### src/rtl/mac_pkg.sv
// ============================================================================
//  Module      : mac_pkg
//  Description : Shared widths, frame-length default and FSM state encoding
//                for the multiply-accumulate datapath.
//  Revision    : 1.0 - initial release
// ============================================================================
`default_nettype none

package mac_pkg;

  localparam int c_PROD_W    = 8;
  localparam int c_ACC_W     = 16;
  localparam int c_MAX_TERMS = 16;

  typedef enum logic [1:0] {
    S_IDLE  = 2'd0,
    S_ACCUM = 2'd1,
    S_HOLD  = 2'd2
  } state_t;

endpackage

`default_nettype wire

### src/rtl/acc_adder.sv
// ============================================================================
//  Module      : acc_adder
//  Description : Combinational ACC_W+1 bit accumulate step returning the next
//                accumulator value and the carry out. Define PRODUCT_ACC_SAT_EN
//                to clamp to all-ones on carry instead of wrapping.
//  Revision    : 1.0 - initial release
// ============================================================================
`default_nettype none

module acc_adder
  import mac_pkg::*;
#(
  parameter int PROD_W = c_PROD_W,
  parameter int ACC_W  = c_ACC_W
) (
  input  logic [ACC_W-1:0]  acc,
  input  logic [PROD_W-1:0] product,
  output logic [ACC_W-1:0]  sum,
  output logic              carry
);

  logic [ACC_W:0] w_full;

  always_comb begin
    w_full = {1'b0, acc} + {{(ACC_W + 1 - PROD_W){1'b0}}, product};
    carry  = w_full[ACC_W];
`ifdef PRODUCT_ACC_SAT_EN
    // An already-clamped acc carries again on any nonzero product, so it stays clamped.
    sum    = w_full[ACC_W] ? {ACC_W{1'b1}} : w_full[ACC_W-1:0];
`else
    sum    = w_full[ACC_W-1:0];
`endif
  end

endmodule

`default_nettype wire

### src/rtl/product_accumulator.sv
// ============================================================================
//  Module      : product_accumulator
//  Description : Accumulates a frame of unsigned products (closed by in_last or
//                MAX_TERMS beats) and presents sum/count/overflow on a
//                valid/ready port. Optional macro: PRODUCT_ACC_SAT_EN.
//  Revision    : 1.0 - initial release
// ============================================================================
`default_nettype none

module product_accumulator
  import mac_pkg::*;
#(
  parameter  int PROD_W    = c_PROD_W,
  parameter  int ACC_W     = c_ACC_W,
  parameter  int MAX_TERMS = c_MAX_TERMS,
  localparam int CNT_W     = $clog2(MAX_TERMS + 1)
) (
  input  logic              clk,
  input  logic              rst_n,
  input  logic              clear,
  input  logic              in_valid,
  output logic              in_ready,
  input  logic [PROD_W-1:0] in_product,
  input  logic              in_last,
  output logic              out_valid,
  input  logic              out_ready,
  output logic [ACC_W-1:0]  out_sum,
  output logic [CNT_W-1:0]  out_count,
  output logic              out_ovf
);

  state_t             r_state;
  logic [ACC_W-1:0]   r_acc;
  logic [CNT_W-1:0]   r_count;
  logic               r_ovf;

  logic               w_accept;
  logic               w_first;
  logic [ACC_W-1:0]   w_base_acc;
  logic [CNT_W-1:0]   w_next_cnt;
  logic               w_next_ovf;
  logic               w_close;
  logic [ACC_W-1:0]   w_sum;
  logic               w_carry;

  // A beat in IDLE starts from zero so no stale frame state leaks in.
  always_comb begin
    w_accept   = in_valid && in_ready && !clear;
    w_first    = (r_state == S_IDLE);
    w_base_acc = w_first ? '0 : r_acc;
    w_next_cnt = (w_first ? '0 : r_count) + CNT_W'(1);
    w_next_ovf = (w_first ? 1'b0 : r_ovf) | w_carry;
    w_close    = in_last || (w_next_cnt == CNT_W'(MAX_TERMS));
  end

  acc_adder #(
    .PROD_W (PROD_W),
    .ACC_W  (ACC_W)
  ) u_acc_adder (
    .acc     (w_base_acc),
    .product (in_product),
    .sum     (w_sum),
    .carry   (w_carry)
  );

  always_ff @(posedge clk or negedge rst_n) begin
    if (!rst_n) begin
      r_state   <= S_IDLE;
      r_acc     <= '0;
      r_count   <= '0;
      r_ovf     <= 1'b0;
      in_ready  <= 1'b1;
      out_valid <= 1'b0;
      out_sum   <= '0;
      out_count <= '0;
      out_ovf   <= 1'b0;
    end else if (clear) begin
      r_state   <= S_IDLE;
      r_acc     <= '0;
      r_count   <= '0;
      r_ovf     <= 1'b0;
      in_ready  <= 1'b1;
      out_valid <= 1'b0;
    end else begin
      case (r_state)
        S_IDLE, S_ACCUM: begin
          if (w_accept) begin
            r_acc   <= w_sum;
            r_count <= w_next_cnt;
            r_ovf   <= w_next_ovf;
            if (w_close) begin
              r_state   <= S_HOLD;
              in_ready  <= 1'b0;
              out_valid <= 1'b1;
              out_sum   <= w_sum;
              out_count <= w_next_cnt;
              out_ovf   <= w_next_ovf;
            end else begin
              r_state <= S_ACCUM;
            end
          end
        end
        S_HOLD: begin
          if (out_ready) begin
            r_state   <= S_IDLE;
            in_ready  <= 1'b1;
            out_valid <= 1'b0;
          end
        end
        default: begin
          r_state   <= S_IDLE;
          in_ready  <= 1'b1;
          out_valid <= 1'b0;
        end
      endcase
    end
  end

endmodule

`default_nettype wire

### config.mk
export PLATFORM = sky130hd
export DESIGN_NAME = product_accumulator
export DESIGN_NICKNAME = d
export VERILOG_FILES = /design/src/rtl/mac_pkg.sv /design/src/rtl/acc_adder.sv /design/src/rtl/product_accumulator.sv
export SDC_FILE = /design/constraint.sdc
export NUM_CORES = 1
export LEC_CHECK = 0
export BUFFER_PORTS_ARGS = -buffer_cell sky130_fd_sc_hd__buf_2
export CORE_AREA = 2 2 76 78
export DETAILED_ROUTE_END_ITERATION = 16
export DIE_AREA = 0 0 78 80
export GPL_ROUTABILITY_DRIVEN = 0
export HOLD_SLACK_MARGIN = 0.1
export PLACE_DENSITY = 0.71
export RECOVER_POWER = 100
export SLEW_MARGIN = 20
export SYNTH_ARGS = -nofsm -noshare
export SYNTH_HDL_FRONTEND = slang
export SYNTH_SLANG_ARGS = --single-unit
### constraint.sdc
create_clock -name clk -period 10.7 [get_ports clk]
set_clock_uncertainty 0.05 [all_clocks]
set_input_delay 1.07 -clock clk [delete_from_list [all_inputs] [get_ports clk]]
set_output_delay 1.07 -clock clk [all_outputs]
set_load 0.03 [all_outputs]
* After elaboration in Yosys (flattened, before gate mapping)
Index checks and enable logic that the tools add are counted.
Storage, ports and cells: flip-flop bits (word level) 48, bits in latches 0, memory bits (writable) 0, bits in read-only memories 0, input bits 14, output and inout bits 24, word-level logic and storage cells 58, memories 0
Operators by class: $add $sub $neg 2, $mul 0, div/mod/pow operators 0, $lt $le $gt $ge 0, equal/unequal tests 6, shift operators 0, multiplexer cells 27, bitwise operators 2, reduce and logical (&&, ||, !) cells 12
Operators with widths (count):
- two-way mux 16 bit | 4
- two-way mux 5 bit | 4
- adder 16 x 8 -> 17 bit | 1
- two-way mux 1 bit | 12
- inequality test 3 bit, second input constant | 3
- two-way mux 2 bit | 4
- adder 5 x 1 -> 5 bit, second input constant | 1
- equality test 5 bit, second input constant | 1
- case mux 1 bit (2 select lines) | 2
- case mux 2 bit (2 select lines) | 1
- AND reduction 2 bit | 2
- AND reduction 4 bit | 1
- nonzero test 2 bit | 2
- AND reduction 3 bit | 1
- equality test 2 x 1 -> 1 bit, second input constant | 1
- equality test 2 bit, second input constant | 1
- logical AND 1 bit | 2
- logical NOT 2 bit | 1
- OR reduction 2 bit | 1
- logical NOT 1 bit | 1
- logical OR 1 bit | 1
- NOT 1 bit | 1
- OR 1 bit | 1

* Depth between registers and ports, before layout
Gate-level depths: netlist (run 1).
word-level depth 9, depth in mapped cells 12, mapped depth without buffers 9

* By module
A second synthesis (run 1) with hierarchy kept.
Second synthesis, totals: cells, all modules 253, area total of the unflattened synthesis 2765.2 um2
By module, submodules not included:
- product_accumulator | times used 1, cells an instance 169, area an instance 2170.8 um2, sequential area each 1202.4 um2
- acc_adder | times used 1, cells an instance 84, area an instance 594.3 um2, sequential area each 0.0 um2

* Least setup slack after synthesis (run 1)
Ideal clock, no wire load.
kind register -> register, start reg r_state[0], end reg out_sum[8], library setup time 0.125 ns, arrival 3.327 ns, data required time 10.525 ns, slack 7.199 ns, stages on the path, launching flop included 13, buffers on the path 3, clock period less this slack 3.501 ns, cells stage by stage dfrtp_1 clkbuf_1 or2_2 clkbuf_1 clkbuf_1 and2_1 ha_1 fa_1 a21o_1 a221oi_1 o21ai_0 xnor2_1 mux2_2
On the way: word-level cells in the longest chain between the ends 6, elaborated cells on any way between the ends 10, those cells by class add/sub (2); eq/ne (2); mux (2); reduce/logical (4)
Ends and longest elaborated chain:
- from (decl) | RTL line product_accumulator.sv:32 | state_t r_state;
- from (signal assigned) | RTL line product_accumulator.sv:68 | r_state <= S_IDLE;
- from (signal assigned) | RTL line product_accumulator.sv:78 | r_state <= S_IDLE;
- from (signal assigned) | RTL line product_accumulator.sv:92 | r_state <= S_HOLD;
- logical NOT 2 bit | RTL line product_accumulator.sv:49, product_accumulator.sv:85
- two-way mux 5 bit | RTL line product_accumulator.sv:51 | w_next_cnt = (w_first ? '0 : r_count) + CNT_W'(1);
- adder 5 x 1 -> 5 bit | RTL line product_accumulator.sv:51
- equality test 5 bit | RTL line product_accumulator.sv:53 | w_close = in_last || (w_next_cnt == CNT_W'(MAX_TERMS));
- logical OR 1 bit | RTL line product_accumulator.sv:53
- AND reduction 4 bit (no line)
- to (signal assigned) | RTL line product_accumulator.sv:95 | out_sum <= w_sum;
- to (decl) | RTL line product_accumulator.sv:27 | output logic [ACC_W-1:0] out_sum,
Several ways; a longest one is shown, not always the timed one. A chain may end at the register's enable or synchronous reset.

* Worst setup path in the final report (run 1)
start reg r_state[0], end reg out_count[4]
On the way: word-level cells in the longest chain between the ends 6, elaborated cells on any way between the ends 8, those cells by class add/sub (1); eq/ne (2); mux (1); reduce/logical (4)
Ends and longest elaborated chain:
- logical NOT 2 bit | RTL line product_accumulator.sv:49, product_accumulator.sv:85
- two-way mux 5 bit | RTL line product_accumulator.sv:51
- adder 5 x 1 -> 5 bit | RTL line product_accumulator.sv:51
- equality test 5 bit | RTL line product_accumulator.sv:53
- logical OR 1 bit | RTL line product_accumulator.sv:53
- AND reduction 4 bit (no line)
- to (signal assigned) | RTL line product_accumulator.sv:96 | out_count <= w_next_cnt;
- to (decl) | RTL line product_accumulator.sv:28 | output logic [CNT_W-1:0] out_count,
Several ways; a longest one is shown, not always the timed one.

==> impl_metrics.json, run 1 <==
{
  "synth_most_common_cell": "dfrtp_1",
  "critPathCapture": "out_count[4]$_DFFE_PN0P_",
  "outcome": "finished, violations left",
  "crit_start": "r_state[0]$_DFFE_PN0P_",
  "start_util_pct": 48.7,
  "fmax_mhz": 173,
  "io_pins": 38,
  "clock_path_buffers": 2,
  "clock-sinks": 48,
  "grtUsageTotal_pct": 19.1,
  "die_w_um": 78,
  "io_buffers": 37,
  "clk_latency_ns": 0.30,
  "cts-resized-gates": 0,
  "synth_common_cells": "dfrtp_1, nand2_1, nor2_1, a21oi_1, o21ai_0",
  "overflow": 0,
  "cp_max_fo": 22,
  "syn-instance-count": 262,
  "yosysWarnings": 0,
  "r2r_slack_ns": 4.94,
  "min_period_ns": 5.76,
  "crit_required_ns": 10.84,
  "p_per_area_nw_per_um2": 157,
  "cp-start-kind": "flip-flop",
  "r2r_cells": 7,
  "final.setup.tns_ns": 0,
  "grt_first_pass_wirelength_um": 9500,
  "coreArea_um2": 5410,
  "num_antenna_cells": 0,
  "chipHeight_um": 80,
  "min_from": "r_acc[2]$_DFFE_PN0P_",
  "layout-drive-gt1-share_pct": 12.0,
  "hold_buffers": 0,
  "cts_buffers": 5,
  "row_count": 27,
  "routed_wl_um": 5530,
  "antenna_found_initial": 0,
  "nets": 322,
  "p_leak_nw": 1.28,
  "grt_setup_unrepaired": "false",
  "area_growth_pct": 10.9,
  "tightest_slew_ns": 2.84,
  "cp-end-kind": "flip-flop",
  "ys_types": 46,
  "ys_seq_area_share_pct": 45.7,
  "syn_area_um2": 2630,
  "peakVddDrop_uv": 91.1,
  "synth_area_leaders": "dfrtp_1, ha_1, nand2_1, xnor2_1, a21oi_1",
  "dr.first_iter.drc_count": 148,
  "hold_class": "flip-flop to flip-flop",
  "placed_cell_area_um2": 2870,
  "synth_top_cell_by_area": "dfrtp_1",
  "ys_ff_latch": 48,
  "grt_pass1_vias": 1938,
  "post-dp-hpwl_um": 3890,
  "yosysTopAreaCellShare_pct": 44.7,
  "fin_area_um2": 2920,
  "synth-edff-count": 0,
  "fillCellCount": 545,
  "vias": 2048,
  "r2r_start": "r_state[0]$_DFFE_PN0P_",
  "cts_root_buffer": "clkbuf_8",
  "final_max_slew_viol_count": 65,
  "synth-async-reset-ratio_pct": 100,
  "drcViolationCount": 0,
  "drt-pass1-iter-count": 4,
  "dominantRegCellSynth": "dfrtp_1",
  "cts.htree.levels": 2,
  "r2r_end": "out_count[4]$_DFFE_PN0P_",
  "drv_cap": 2,
  "synth_nets": 286,
  "criticalPathCategory": "flip-flop to flip-flop",
  "cts.clk_slew.worst_paths_ns": 0.09,
  "cp.arrival_ns": 5.91,
  "power.total_uw": 459,
  "violations": "capacitance limit, slew limit",
  "post_drt_wl_per_cell_um": 14.9,
  "grt_max_degree": 49,
  "hold_viol": 0,
  "relSlewSlack_pct": -92.1,
  "post_cts_buffers": 0,
  "cts_tree": "yes",
  "dieArea_um2": 6240,
  "finalCritPeriodShare_pct": 53.9,
  "ant_nets": 0,
  "synth.avg_cell_area_um2": 10.1,
  "viasPerCell": 5.52,
  "setup_viol_count_final": 0
}
==> power breakdown <==
group / internal (mW) / switching [mW]
Clock: 0.0692 / 0.0623
Sequential: 0.203 / 0.0126
Combinational: 0.0345 / 0.0771
==> flip-flops by register name, indices dropped and copies added (netlist names) <==
signal,count
out_sum,16
out_count,5
out_ovf,1
out_valid,1
in_ready,1
r_state,2
r_acc,16
r_count,5
r_ovf,1
==> critical path, stage by stage (launching register included) <==
cell	delay [ns]
dfrtp_1	0.56
or2_0	0.91
and2_0	0.33
ha_1	0.28
nand2_1	0.13
o41ai_1	2.19
clkbuf_1	0.77
mux2_2	0.41
==> cells by family (layout without fill, tap and decap cells) <==
group,Yosys count,count (layout),share of synthesized area (%)
multiplexers,10,10,4.70
buffers and inverters,19,56,3.85
adder cells (fa/ha/maj),10,10,5.04
AND/OR/NAND/NOR,85,85,16.4
flip-flops,48,48,45.7
AO/OA/AOI/OAI,75,75,19.3
XOR/XNOR,15,15,4.99
==> layer usage <==
layer	up-vias	part of all wire (%)	wire [um]	track usage (%)
li1	1023	-	-	-
met4	0	0.92	51	4.74
met2	38	45	2480	29.2
met1	982	50	2750	27.8
met3	5	4.6	252	3.96
met5	-	0	0	0
==> placed cells by master, fill, tap and decap left out, types with 5 or more instances in the layout <==
cell type and n:
nand2_1 26, and2_1 8, clkbuf_1 27, nor2_1 19, xnor2_1 11, dfrtp_1 47
a21oi_1 18, ha_1 9, nand3_1 7, o211ai_1 5, mux2_2 7, o22ai_1 6
a31oi_1 5, o21ai_0 16, clkbuf_8 5, inv_1 8, buf_2 12, a22o_1 8
==> stage by stage <==
stage	util, %	hold WS (ns)	worst slack [ns]	cells
6_report	54.0	0.432	4.94	371
5_1_grt	54.0	0.469	4.39	371
4_1_cts	55.1	0.439	7.06	371
3_5_place_dp	53.0	0.421	7.07	363
3_3_place_gp	53.0	0.410	7.22	363
2_1_floorplan	-	0.392	7.20	262
==> worst min-delay path by stage <==
| stage | end | slack [ns] | depth (start not counted) |
|---|---|---|---|
| floorplan | r_acc[2]$_DFFE_PN0P_ | 0.39 | 2 |
| global placement | out_valid$_DFFE_PN0P_ | 0.41 | 1 |
| detailed placement | r_acc[2]$_DFFE_PN0P_ | 0.42 | 2 |
| CTS | r_acc[2]$_DFFE_PN0P_ | 0.44 | 2 |
| global route | r_acc[6]$_DFFE_PN0P_ | 0.47 | 1 |
| finish | r_acc[2]$_DFFE_PN0P_ | 0.43 | 2 |
==> final cells by class <==
| type | count | area, um2 | area share, % |
|---|---|---|---|
| clock inverters | 3 | 42.5 | 1.46 |
| multi-input cells | 195 | 1320 | 45.1 |
| repair buffers | 40 | 169 | 5.78 |
| flip-flops and latches | 48 | 1200 | 41.2 |
| inverters | 8 | 30.0 | 1.03 |
| clock buffers | 5 | 68.8 | 2.36 |
| well taps | 72 | 90.1 | 3.08 |
(Power assumes the default switching activity.)
==> run 2: changes to the inputs <==
==> constraint.sdc (replaced) <==
create_clock -name clk -period 5.95 [get_ports clk]
set_clock_uncertainty 0.05 [all_clocks]
set_input_delay 0.595 -clock clk [delete_from_list [all_inputs] [get_ports clk]]
set_output_delay 0.595 -clock clk [all_outputs]
set_load 0.03 [all_outputs]
==> run 2 against run 1 <==
The flow still finishes with violations (capacitance limit, slew limit); die area unchanged; global-route usage is 0.33 points higher; sequential power grew 80%; fmax is 36% higher; cell count unchanged; combinational power up 74%; utilization is 0.21 points lower; register-to-register slack worse by 3.2 ns; clock power grew 53%; worst setup slack got worse by 3.2 ns; largest cell class unchanged; highest routed layer unchanged.
==> impl_metrics.json, run 2 (same netlist as run 1, synthesis figures left out) <==
{
  "dieArea_um2": 6240,
  "hold_viol": 0,
  "slowest_stage": "clkbuf_1",
  "grtUsageMet3_pct": 4.07,
  "io_buffers": 37,
  "viasPerCell": 5.56,
  "cts.htree.levels": 2,
  "p_per_area_nw_per_um2": 270,
  "outcome": "finished, violations left",
  "drv_cap": 1,
  "placed_cell_area_um2": 2870,
  "fin_area_um2": 2910,
  "tightest_slew_ns": 2.53,
  "clock_path_buffers": 2,
  "clock-sinks": 48,
  "criticalPathCategory": "flip-flop to flip-flop",
  "drt-pass1-iter-count": 4,
  "use_met2_pct": 29.3,
  "cp-end-kind": "flip-flop",
  "row_count": 27,
  "vias": 2061,
  "post-dp-hpwl_um": 3870,
  "critPathBufInv": 1,
  "path_cells": "or2_0, and2_0, ha_1, nand2_1, o41ai_4, clkbuf_1, mux2_2",
  "relSlewSlack_pct": -68.5,
  "reg.largest.list": "out_sum: 16 flops, r_acc: 16 flops",
  "hold_buffers": 0,
  "gr-usage-met1_pct": 28.4,
  "cts_buffers": 5,
  "top_usage_layer": "met2",
  "overflow": 0,
  "final_common_cell": "dfrtp_1",
  "start_util_pct": 48.7,
  "chipHeight_um": 80,
  "grt_max_degree": 49,
  "post_drt_wl_per_cell_um": 14.9,
  "cpPeakStageDelay_ns": 0.92,
  "dr.first_iter.drc_count": 147,
  "setup_viol_count_final": 0,
  "finalCritPeriodShare_pct": 71.0,
  "coreArea_um2": 5410,
  "grt_first_pass_wirelength_um": 9550,
  "grt_pass1_vias": 1970,
  "peakVddDrop_uv": 124,
  "die_w_um": 78,
  "cp-start-kind": "flip-flop",
  "clk_latency_ns": 0.30,
  "final.setup.tns_ns": 0,
  "nets": 322,
  "area_growth_pct": 10.5,
  "grtUsageTotal_pct": 19.4,
  "violations": "capacitance limit, slew limit",
  "routed_wl_um": 5520,
  "final_cell_mix": "dfrtp_1, clkbuf_1, nand2_1",
  "antenna_found_initial": 0,
  "cts_root_buffer": "clkbuf_8",
  "io_pins": 38,
  "grt_setup_unrepaired": "false",
  "cts_tree": "yes",
  "fmax_mhz": 237,
  "ant_nets": 0,
  "num_antenna_cells": 0,
  "r2r_slack_ns": 1.73,
  "cts.clk_slew.worst_paths_ns": 0.09,
  "drcViolationCount": 0,
  "path_delay_family": "simple AND/OR/NAND/NOR gates",
  "hold_class": "flip-flop to flip-flop",
  "cp.arrival_ns": 4.37,
  "final_max_slew_viol_count": 49,
  "min_period_ns": 4.22,
  "layout-drive-gt1-share_pct": 11.4,
  "cts-resized-gates": 0,
  "post_cts_buffers": 0,
  "cp_max_fo": 25,
  "crit_required_ns": 6.09,
  "p_leak_nw": 1.30
}
-- run 2: power by group --
group	internal [mW]	leakage, nW	total [mW]	switching, mW
registers	0.366	0.621	0.389	0.0228
logic	0.0571	0.627	0.195	0.138
clock network	0.0929	0.0510	0.201	0.108
-- run 2: cell type report --
class                           instances  area, um2
Clock buffer                            6       82.6
Tap cell                               72       90.1
Fill cell                             536       2500
Inverter                                8       30.0
Multi-Input combinational cell        195       1330
Sequential cell                        48       1200
Clock inverter                          2       10.0
Timing Repair Buffer                   40        169
-- run 2: path summary, 6_finish.rpt --
check	end	start	cells past startpoint
setup / recovery	out_sum[6]$_DFFE_PN0P_	r_state[0]$_DFFE_PN0P_	7
hold / removal	in_ready$_DFFE_PN1P_	in_ready$_DFFE_PN1P_	2
setup reg to reg	out_sum[6]$_DFFE_PN0P_	r_state[0]$_DFFE_PN0P_	7
hold reg to reg	in_ready$_DFFE_PN1P_	in_ready$_DFFE_PN1P_	2
max in group asynchronous	out_count[0]$_DFFE_PN0P_	rst_n	1
min in group asynchronous	out_sum[7]$_DFFE_PN0P_	rst_n	1
-- run 2: tightest hold or removal path, stage by stage (launching register included) --
cell and delay (ns):
dfstp_2 0.39, inv_1 0.05, a21oi_1 0.05
-- run 2: layer usage --
| metal | routed length [um] | up-vias |
|---|---|---|
| met5 | 0 | - |
| met4 | 57 | 0 |
| met3 | 177 | 6 |
| met2 | 2510 | 34 |
| li1 | - | 1019 |
| met1 | 2770 | 1002 |
-- run 2: stage by stage --
stage | total power, mW | setup WS, ns | cells | util [%] | hold slack, ns
2_1_floorplan | 0.543 | 2.45 | 262 | - | 0.249
3_3_place_gp | 0.603 | 2.52 | 363 | 53.0 | 0.407
3_5_place_dp | 0.607 | 2.34 | 363 | 53.0 | 0.418
4_1_cts | 0.809 | 2.32 | 371 | 54.7 | 0.435
5_1_grt | 0.829 | 1.28 | 371 | 53.8 | 0.465
6_report | 0.785 | 1.73 | 371 | 53.8 | 0.436
